**config.mk**
```make
export PLATFORM = sky130hd
export DESIGN_NAME = pkt_ff_rd_ctrl_flat
export DESIGN_NICKNAME = d
export VERILOG_FILES = /design/src/rtl/pkt_ff_rd_ctrl_if.sv /design/src/rtl/pkt_ff_rd_ctrl.sv /design/src/flat_wrapper.sv
export SDC_FILE = /design/constraint.sdc
export NUM_CORES = 1
export LEC_CHECK = 0
export BUFFER_PORTS_ARGS = -buffer_cell sky130_fd_sc_hd__buf_4
export CORE_ASPECT_RATIO = 1.25
export CORE_MARGIN = 3
export CORE_UTILIZATION = 26
export DETAILED_ROUTE_END_ITERATION = 10
export GPL_TIMING_DRIVEN = 0
export PLACE_DENSITY = 0.56
export SLEW_MARGIN = 40
export SYNTH_ARGS = -nofsm -noshare
export SYNTH_HDL_FRONTEND = slang
export SYNTH_SLANG_ARGS = --single-unit
```
**constraint.sdc**
```tcl
create_clock -name clk -period 6.5 [get_ports clk]
set_input_delay 1.625 -clock clk [delete_from_list [all_inputs] [get_ports clk]]
set_output_delay 1.625 -clock clk [all_outputs]
set_load 0.1 [all_outputs]
```
**src/rtl/pkt_ff_rd_ctrl_if.sv**
```systemverilog
// pkt_ff_rd_ctrl_if: read-side bus of the packet FIFO read controller.
interface pkt_ff_rd_ctrl_if #(parameter int PTR_W = 8);
    logic             rd_en, pkt_start, pkt_commit, pkt_abort;
    logic [PTR_W:0]   wptr_gry_sync;
    logic [PTR_W-1:0] rd_addr;
    logic [PTR_W:0]   rptr_gry, cmt_rptr_gry, occ;
    logic             rd_ack, empty, aempty, seq_err, rd_err;
    modport master (
        output rd_en, pkt_start, pkt_commit, pkt_abort, wptr_gry_sync,
        input  rd_addr, rptr_gry, cmt_rptr_gry, occ, rd_ack, empty, aempty, seq_err, rd_err
    );
    modport slave (
        input  rd_en, pkt_start, pkt_commit, pkt_abort, wptr_gry_sync,
        output rd_addr, rptr_gry, cmt_rptr_gry, occ, rd_ack, empty, aempty, seq_err, rd_err
    );
endinterface

```
**src/rtl/pkt_ff_rd_ctrl.sv**
```systemverilog
// pkt_ff_rd_ctrl: FIFO read pointer control with packet rewind (abort) and commit.
module pkt_ff_rd_ctrl #(
    parameter int PTR_W     = 8,
    parameter int AEMPTY_TH = 4
) (
    input logic clk,
    input logic rst,
    pkt_ff_rd_ctrl_if.slave bus
);
    typedef enum logic {IDLE, IN_PKT} state_t;
    state_t         state_q, state_d;
    logic [PTR_W:0] rbin_q, rbin_d, mbin_q, mbin_d, wbin, rinc, rptr_gry_q, cmt_rptr_gry_q;
    logic           rd_ack, seq_err;
    always_comb begin
        wbin = '0;
        for (int i = 0; i <= PTR_W; i++) wbin[i] = ^(bus.wptr_gry_sync >> i);
    end
    assign bus.occ          = wbin - rbin_q;
    assign bus.empty        = bus.occ == '0;
    assign bus.aempty       = bus.occ <= (PTR_W+1)'(AEMPTY_TH);
    assign rd_ack           = bus.rd_en & ~bus.empty & ~bus.pkt_abort;
    assign bus.rd_ack       = rd_ack;
    assign bus.rd_err       = bus.rd_en & bus.empty;
    assign bus.seq_err      = seq_err;
    assign bus.rd_addr      = rbin_q[PTR_W-1:0];
    assign bus.rptr_gry     = rptr_gry_q;
    assign bus.cmt_rptr_gry = cmt_rptr_gry_q;
    assign rinc             = rbin_q + {{PTR_W{1'b0}}, rd_ack};
    // In IDLE mbin equals rbin, so holding it on pkt_start marks the pre-read pointer.
    always_comb begin
        state_d = state_q;
        rbin_d  = rinc;
        mbin_d  = mbin_q;
        seq_err = 1'b0;
        if (state_q == IDLE) begin
            seq_err = bus.pkt_commit | bus.pkt_abort;
            state_d = bus.pkt_start ? IN_PKT : IDLE;
            mbin_d  = bus.pkt_start ? mbin_q : rinc;
        end else begin
            seq_err = bus.pkt_start | (bus.pkt_commit & bus.pkt_abort);
            if (bus.pkt_abort) begin
                state_d = IDLE;
                rbin_d  = mbin_q;
            end else if (bus.pkt_commit) begin
                state_d = IDLE;
                mbin_d  = rinc;
            end
        end
    end
    always_ff @(posedge clk) begin
        if (rst) begin
            state_q        <= IDLE;
            rbin_q         <= '0;
            mbin_q         <= '0;
            rptr_gry_q     <= '0;
            cmt_rptr_gry_q <= '0;
        end else begin
            state_q        <= state_d;
            rbin_q         <= rbin_d;
            mbin_q         <= mbin_d;
            rptr_gry_q     <= rbin_d ^ (rbin_d >> 1);
            cmt_rptr_gry_q <= mbin_d ^ (mbin_d >> 1);
        end
    end
endmodule

```
**src/flat_wrapper.sv**
```systemverilog
// flat-port wrapper written by rule: the top's interface ports become plain ports
module pkt_ff_rd_ctrl_flat 
#(
    parameter int PTR_W     = 8,
    parameter int AEMPTY_TH = 4
)
  (clk, rst, bus_rd_en, bus_pkt_start, bus_pkt_commit, bus_pkt_abort, bus_wptr_gry_sync, bus_rd_addr, bus_rptr_gry, bus_cmt_rptr_gry, bus_occ, bus_rd_ack, bus_empty, bus_aempty, bus_seq_err, bus_rd_err);
  pkt_ff_rd_ctrl_if #(.PTR_W(PTR_W)) bus_i ();
  input logic clk;
  input logic rst;
  input wire logic [$bits(bus_i.rd_en)-1:0] bus_rd_en;
  input wire logic [$bits(bus_i.pkt_start)-1:0] bus_pkt_start;
  input wire logic [$bits(bus_i.pkt_commit)-1:0] bus_pkt_commit;
  input wire logic [$bits(bus_i.pkt_abort)-1:0] bus_pkt_abort;
  input wire logic [$bits(bus_i.wptr_gry_sync)-1:0] bus_wptr_gry_sync;
  output wire logic [$bits(bus_i.rd_addr)-1:0] bus_rd_addr;
  output wire logic [$bits(bus_i.rptr_gry)-1:0] bus_rptr_gry;
  output wire logic [$bits(bus_i.cmt_rptr_gry)-1:0] bus_cmt_rptr_gry;
  output wire logic [$bits(bus_i.occ)-1:0] bus_occ;
  output wire logic [$bits(bus_i.rd_ack)-1:0] bus_rd_ack;
  output wire logic [$bits(bus_i.empty)-1:0] bus_empty;
  output wire logic [$bits(bus_i.aempty)-1:0] bus_aempty;
  output wire logic [$bits(bus_i.seq_err)-1:0] bus_seq_err;
  output wire logic [$bits(bus_i.rd_err)-1:0] bus_rd_err;
  assign bus_i.rd_en = bus_rd_en;
  assign bus_i.pkt_start = bus_pkt_start;
  assign bus_i.pkt_commit = bus_pkt_commit;
  assign bus_i.pkt_abort = bus_pkt_abort;
  assign bus_i.wptr_gry_sync = bus_wptr_gry_sync;
  assign bus_rd_addr = bus_i.rd_addr;
  assign bus_rptr_gry = bus_i.rptr_gry;
  assign bus_cmt_rptr_gry = bus_i.cmt_rptr_gry;
  assign bus_occ = bus_i.occ;
  assign bus_rd_ack = bus_i.rd_ack;
  assign bus_empty = bus_i.empty;
  assign bus_aempty = bus_i.aempty;
  assign bus_seq_err = bus_i.seq_err;
  assign bus_rd_err = bus_i.rd_err;
  pkt_ff_rd_ctrl #(.PTR_W(PTR_W), .AEMPTY_TH(AEMPTY_TH)) u_core (.clk(clk), .rst(rst), .bus(bus_i));
endmodule
```
### Word level (Yosys, flattened, before mapping)

Index checks and enable logic that the tools add are counted.

* bits in registers: 37
* bits in latches: 0
* bits in writable memories: 0
* bits in read-only memories: 0
* bits of input ports: 15
* output and inout bits: 40
* logic and storage cells: 39
* memories: 0

* add/sub/neg operators: 2
* $mul: 0
* div/mod/pow operators: 0
* $lt $le $gt $ge: 1
* equal/unequal tests: 0
* shift operators: 0
* multiplexer cells: 11
* bitwise operators: 10
* reduce and logical (&&, ||, !) cells: 10

Operators by type and width (count)
* 9-bit XOR reduction: 9
* 9-bit 2-to-1 mux: 6
* 9-bit by 8-bit XOR with 9-bit output: 2
* 9-bit by 1-bit adder with 9-bit output: 1
* 9-bit by 3-bit <= comparator with 1-bit output, second input constant: 1
* 9-bit zero test: 1
* 9-bit subtractor: 1
* 1-bit 2-to-1 mux: 5
* 1-bit bitwise AND: 4
* 1-bit NOT: 2
* 1-bit OR: 2

### Logic depth before layout (Yosys ltp)

* depth after elaboration: 11
* gate-level depth with buffers: 22
* depth with buffers taken out: 22

### Least setup slack after synthesis

OpenSTA, ideal clock, no wires.

* path kind: input to output
* start: in bus_wptr_gry_sync[8]
* end: out bus_rd_err
* data arrival time: 7.819 ns
* required time: 4.875 ns
* setup slack: -2.944 ns
* stages on the path: 14
* path buffers: 0
* cells stage by stage: xor2_2 xnor2_2 xnor2_2 xor2_2 xnor2_2 xor2_1 ha_1 fa_1 nand2b_1 a21oi_1 xor2_1 nor2_1 o2111ai_2 nor4b_1

* cells in the longest elaborated chain, start to end: 4

Ends and longest elaborated chain
* start, declared: RTL line flat_wrapper.sv:15 `input wire logic [$bits(bus_i.wptr_gry_sync)-1:0] bus_wptr_gry_sync;`
* 9-bit XOR reduction: RTL line pkt_ff_rd_ctrl.sv:16 `for (int i = 0; i <= PTR_W; i++) wbin[i] = ^(bus.wptr_gry_sync >> i);`
* 9-bit subtractor *: RTL line pkt_ff_rd_ctrl.sv:18 `assign bus.occ = wbin - rbin_q;`
* net bus_occ[4]: RTL line flat_wrapper.sv:19 `output wire logic [$bits(bus_i.occ)-1:0] bus_occ;`
* 9-bit zero test *: RTL line pkt_ff_rd_ctrl.sv:19 `assign bus.empty = bus.occ == '0;`
* 1-bit bitwise AND *: RTL line pkt_ff_rd_ctrl.sv:23 `assign bus.rd_err = bus.rd_en & bus.empty;`
* end, declared: RTL line flat_wrapper.sv:24 `output wire logic [$bits(bus_i.rd_err)-1:0] bus_rd_err;`

Mark *: on every way through the listed nets, which the timed path passes. The rest lies on a longest branch.

### Final worst setup path

* start: in bus_wptr_gry_sync[7]
* end: out bus_rd_err

* cells in the longest elaborated chain, start to end: 4

Ends and longest elaborated chain (RTL line)
* 9-bit XOR reduction: pkt_ff_rd_ctrl.sv:16
* 9-bit subtractor *: pkt_ff_rd_ctrl.sv:18
* 9-bit zero test *: pkt_ff_rd_ctrl.sv:19
* 1-bit bitwise AND *: pkt_ff_rd_ctrl.sv:23

Mark *: on every way between the ends. The rest lies on a longest branch, timed or not.

==> metrics.md <==
| Metric | Value |
|---|---|
| Final critical-path required period | 6660 ps |
| Mapped Nets | 252 |
| Starting DRT DRC Count | 34 |
| Worst hold path class | reg -> reg |
| Sequential fraction of the synthesis area | 35.1% |
| Status | finished with violations |
| WP data required | 4880 ps |
| Design Area, Final | 0.00290 mm² |
| Most common cell on crit path | xnor2_2 |
| Commonest non-fill, non-tap cell in the layout | buf_4 |
| Final period util | 103% |
| Layout cells sized above 1 | ~34% |
| DIE AREA | 0.00876 mm² |
| CP arrival | a little over 5000 ps |
| ANT cells | 0 |
| Crit path kind | in -> out |
| Post-Syn Instances | ~230 |
| Worst-path clk slew | 70 ps |
| Switch share | a little over half |
| First-pass GRT wire length | about 8 mm |
| Maximum number of pins on one net before global-route repair | 11 |
| Slew HR | 59.4% |
| EDFF count, synth | 0 |
| # port buffers | 53 |
| Layout Utilization | 39.1% |
| NumNets Final | 323 |
| Most used flip-flop cell after synthesis | dfxtp_1 |
| Worst-skew pair later-pin latency | 290 ps |
| Failing checks | setup timing |
| Final HPWL DP | 3.77 mm |
| Residual DRC | 0 |
| Asr flop ratio synth | 0% |
| Met1 WL | between 1.5 and 2 mm |
| Post-DP Area | 0.00264 mm² |
| Layout area overhead | 45.2% |
| Part of the power in the clock network | 15.9% |
| Routed Antenna Nets | 0 |
| Boundary pin count | 55 |
| Met2 WL post-DR | 2.56 mm |
| Max Used Layer | met4 |
| Setup_tns | -499 ps |
| H-Tree Depth | 2 |
| Flops & latches, synth | 35 |
| WL met3 | between 200 and 250 µm |
| Crit path cell chain | buf_8 > xor2_4 > xnor2_4 > xnor2_2 > xor2_2 > xnor2_2 > xor2_1 > ha_2 > fa_2 > nand2b_4 > a21o_1 > a32o_2 > a311oi_2 > buf_4 > o2111ai_4 > nor4b_4 > buf_6 |
| NetSw | 0.000574 W |
| Detailed-route via count | around 1700 |
| Row cnt | 35 |
| Yosys cell types | 33 |
| Crit path buf inv count | 3 |
| Total gr overflow | 0 |
| Pwr dens | about 370 mW/mm² |
| Slowest stage delay, CP | 350 ps |
| Crit path launch type | primary input |
| Sequential share of power | 21.6% |
| Clock buffer count from CTS | 5 |
| Worst setup margin | -165 ps |
| VDD IR max | 0.484 mV |
| Clock skew | 8.65 ps |
| Ys Warns | 0 |
| Vias in the first global route | ~1800 |
| Placer Congestion | 0.728 |
| Initial antenna violation count | 0 |
| Routed wire length per instance | 12.3 µm |
| Share of total power in combinational logic | a little over three fifths |
| Slew Viols, Final | 0 |
| CP Max Fanout | 4 |
| Drt via density | 4.33 |
| Final WL | 4.79 mm |
| Vert. Die Dim | 104 µm |
| CP delay by family, top | XOR/XNOR gates |
| Leak | roughly 1.3 nW |
| Die X | ~84 µm |
| Syn Std Cell Area | 0.00199 mm² |
| Crit path max-delay cell type | fa_2 |
| Final hold viol count | 0 |
| Avg Inst Size Synth | approximately 9 µm² |
| Unrepaired setup endpoints after global routing | true |
| Clock tree buffer depth | 2 |
| All-layer global routing usage | around 12% |
| Maxcap violations | 0 |
| Root Driver | clkbuf_8 |
| Starting Density | 26.9% |
| Drt pass-1 iters | 3 |
| Clock Sinks | 35 |
| Fmax | about 150 MHz |
| Worst setup EP type | output port |
| Most frequent cells in the layout | 58 x buf_4, 36 x nor2_1, 35 x dfxtp_1, 24 x xnor2_1, 15 x inv_1 |
| Slew of the pin with the lowest slew margin | 606 ps |
| Core area | roughly 0.0074 mm² |
| Int Power | ~0.00051 W |
| CTS tree | yes |
| Final setup viols | 4 |
power groups by stage:
stage | combinational [W] | sequential [W] | clock (W)
2_1_floorplan | 0.000468 | 0.000306 | 0
3_3_place_gp | 0.000647 | 0.000238 | 0
3_5_place_dp | 0.000650 | 0.000239 | 0
4_1_cts | 0.000681 | 0.000234 | 0.000178
5_1_grt | 0.000716 | 0.000236 | 0.000186
6_report | 0.000678 | 0.000234 | 0.000173
registers in the layout, summed over array words and instances (netlist names):
register,cells
u_core.mbin_q,8
u_core.bus.cmt_rptr_gry,9
u_core.state_q,1
u_core.rbin_q,8
u_core.bus.rptr_gry,9
synthesized netlist by cell type, types with 6 or more instances:
| cell type | count | area share, % |
|---|---|---|
| clkbuf_1 | 7 | 1.3 |
| a21oi_1 | 11 | 2.8 |
| o21ai_0 | 6 | 1.5 |
| mux2_2 | 6 | 3.4 |
| dfxtp_1 | 35 | 35 |
| nand2_1 | 13 | 2.4 |
| xor2_1 | 8 | 3.5 |
| nand3_1 | 6 | 1.5 |
| nor2b_1 | 8 | 2.5 |
| inv_1 | 15 | 2.8 |
| ha_1 | 10 | 6.3 |
| xnor2_1 | 26 | 11 |
| nor2_1 | 36 | 6.8 |
cells by family after synthesis:
family,synth area share [%]
simple gates,16.7
buf+inv,4.52
mux,5.40
compound gates,11.2
fa+ha+maj,7.28
xor+xnor,19.8
flops,35.1
layout make-up:
type | count | area (µm²)
plain buffers | 8 | 33.8
clock buffers | 8 | 100
fillers | 780 | 4510
inverters | 15 | 56.3
multi-input cells | 168 | 1370
flip-flops and latches | 35 | 701
well taps | 92 | 115
repair buffers | 64 | 519
final timing paths:
| path | start | end | slack [ps] | depth (start not counted) |
|---|---|---|---|---|
| setup reg to reg | u_core.rbin_q[4] | u_core.bus.rptr_gry[2] | 2630 | 15 |
| hold reg to reg | u_core.mbin_q[0] | u_core.rbin_q[0] | 540 | 2 |
| setup / recovery | bus_wptr_gry_sync[7] | bus_rd_err | -160 | 17 |
| hold / removal | u_core.mbin_q[0] | u_core.rbin_q[0] | 540 | 2 |
repair_timing:
action / 4_1_cts / 5_1_grt
hold buffers: 0 / 0
pin swaps: 14 / 2
setup buffers: 9 / 2
endpoints found under the setup margin: 4 / 4
gates resized for setup: 14 / 0
layer usage:
layer  global-route usage, %  vias to the layer above
li1                        -                      879
met1                    12.5                      765
met2                    21.3                       36
met3                    2.30                        7
met4                    5.09                        0
met5                       0                        -
tightest hold or removal path: stages (launching register included):
cell and delay [ps]:
dfxtp_1 340, nand3_1 80, a21oi_1 60
metrics by stage:
step / total power (W) / cells / setup WS [ps] / hold WS [ps]
after floorplan: 0.000774 / 226 / -748 / 484
after global placement: 0.000886 / 371 / -589 / 505
after detailed placement: 0.000889 / 371 / -637 / 523
after CTS: 0.00109 / 388 / -189 / 540
after global routing: 0.00114 / 390 / -301 / 576
final: 0.00109 / 390 / -165 / 536
Note: power is estimated with default switching activity, not from simulation.
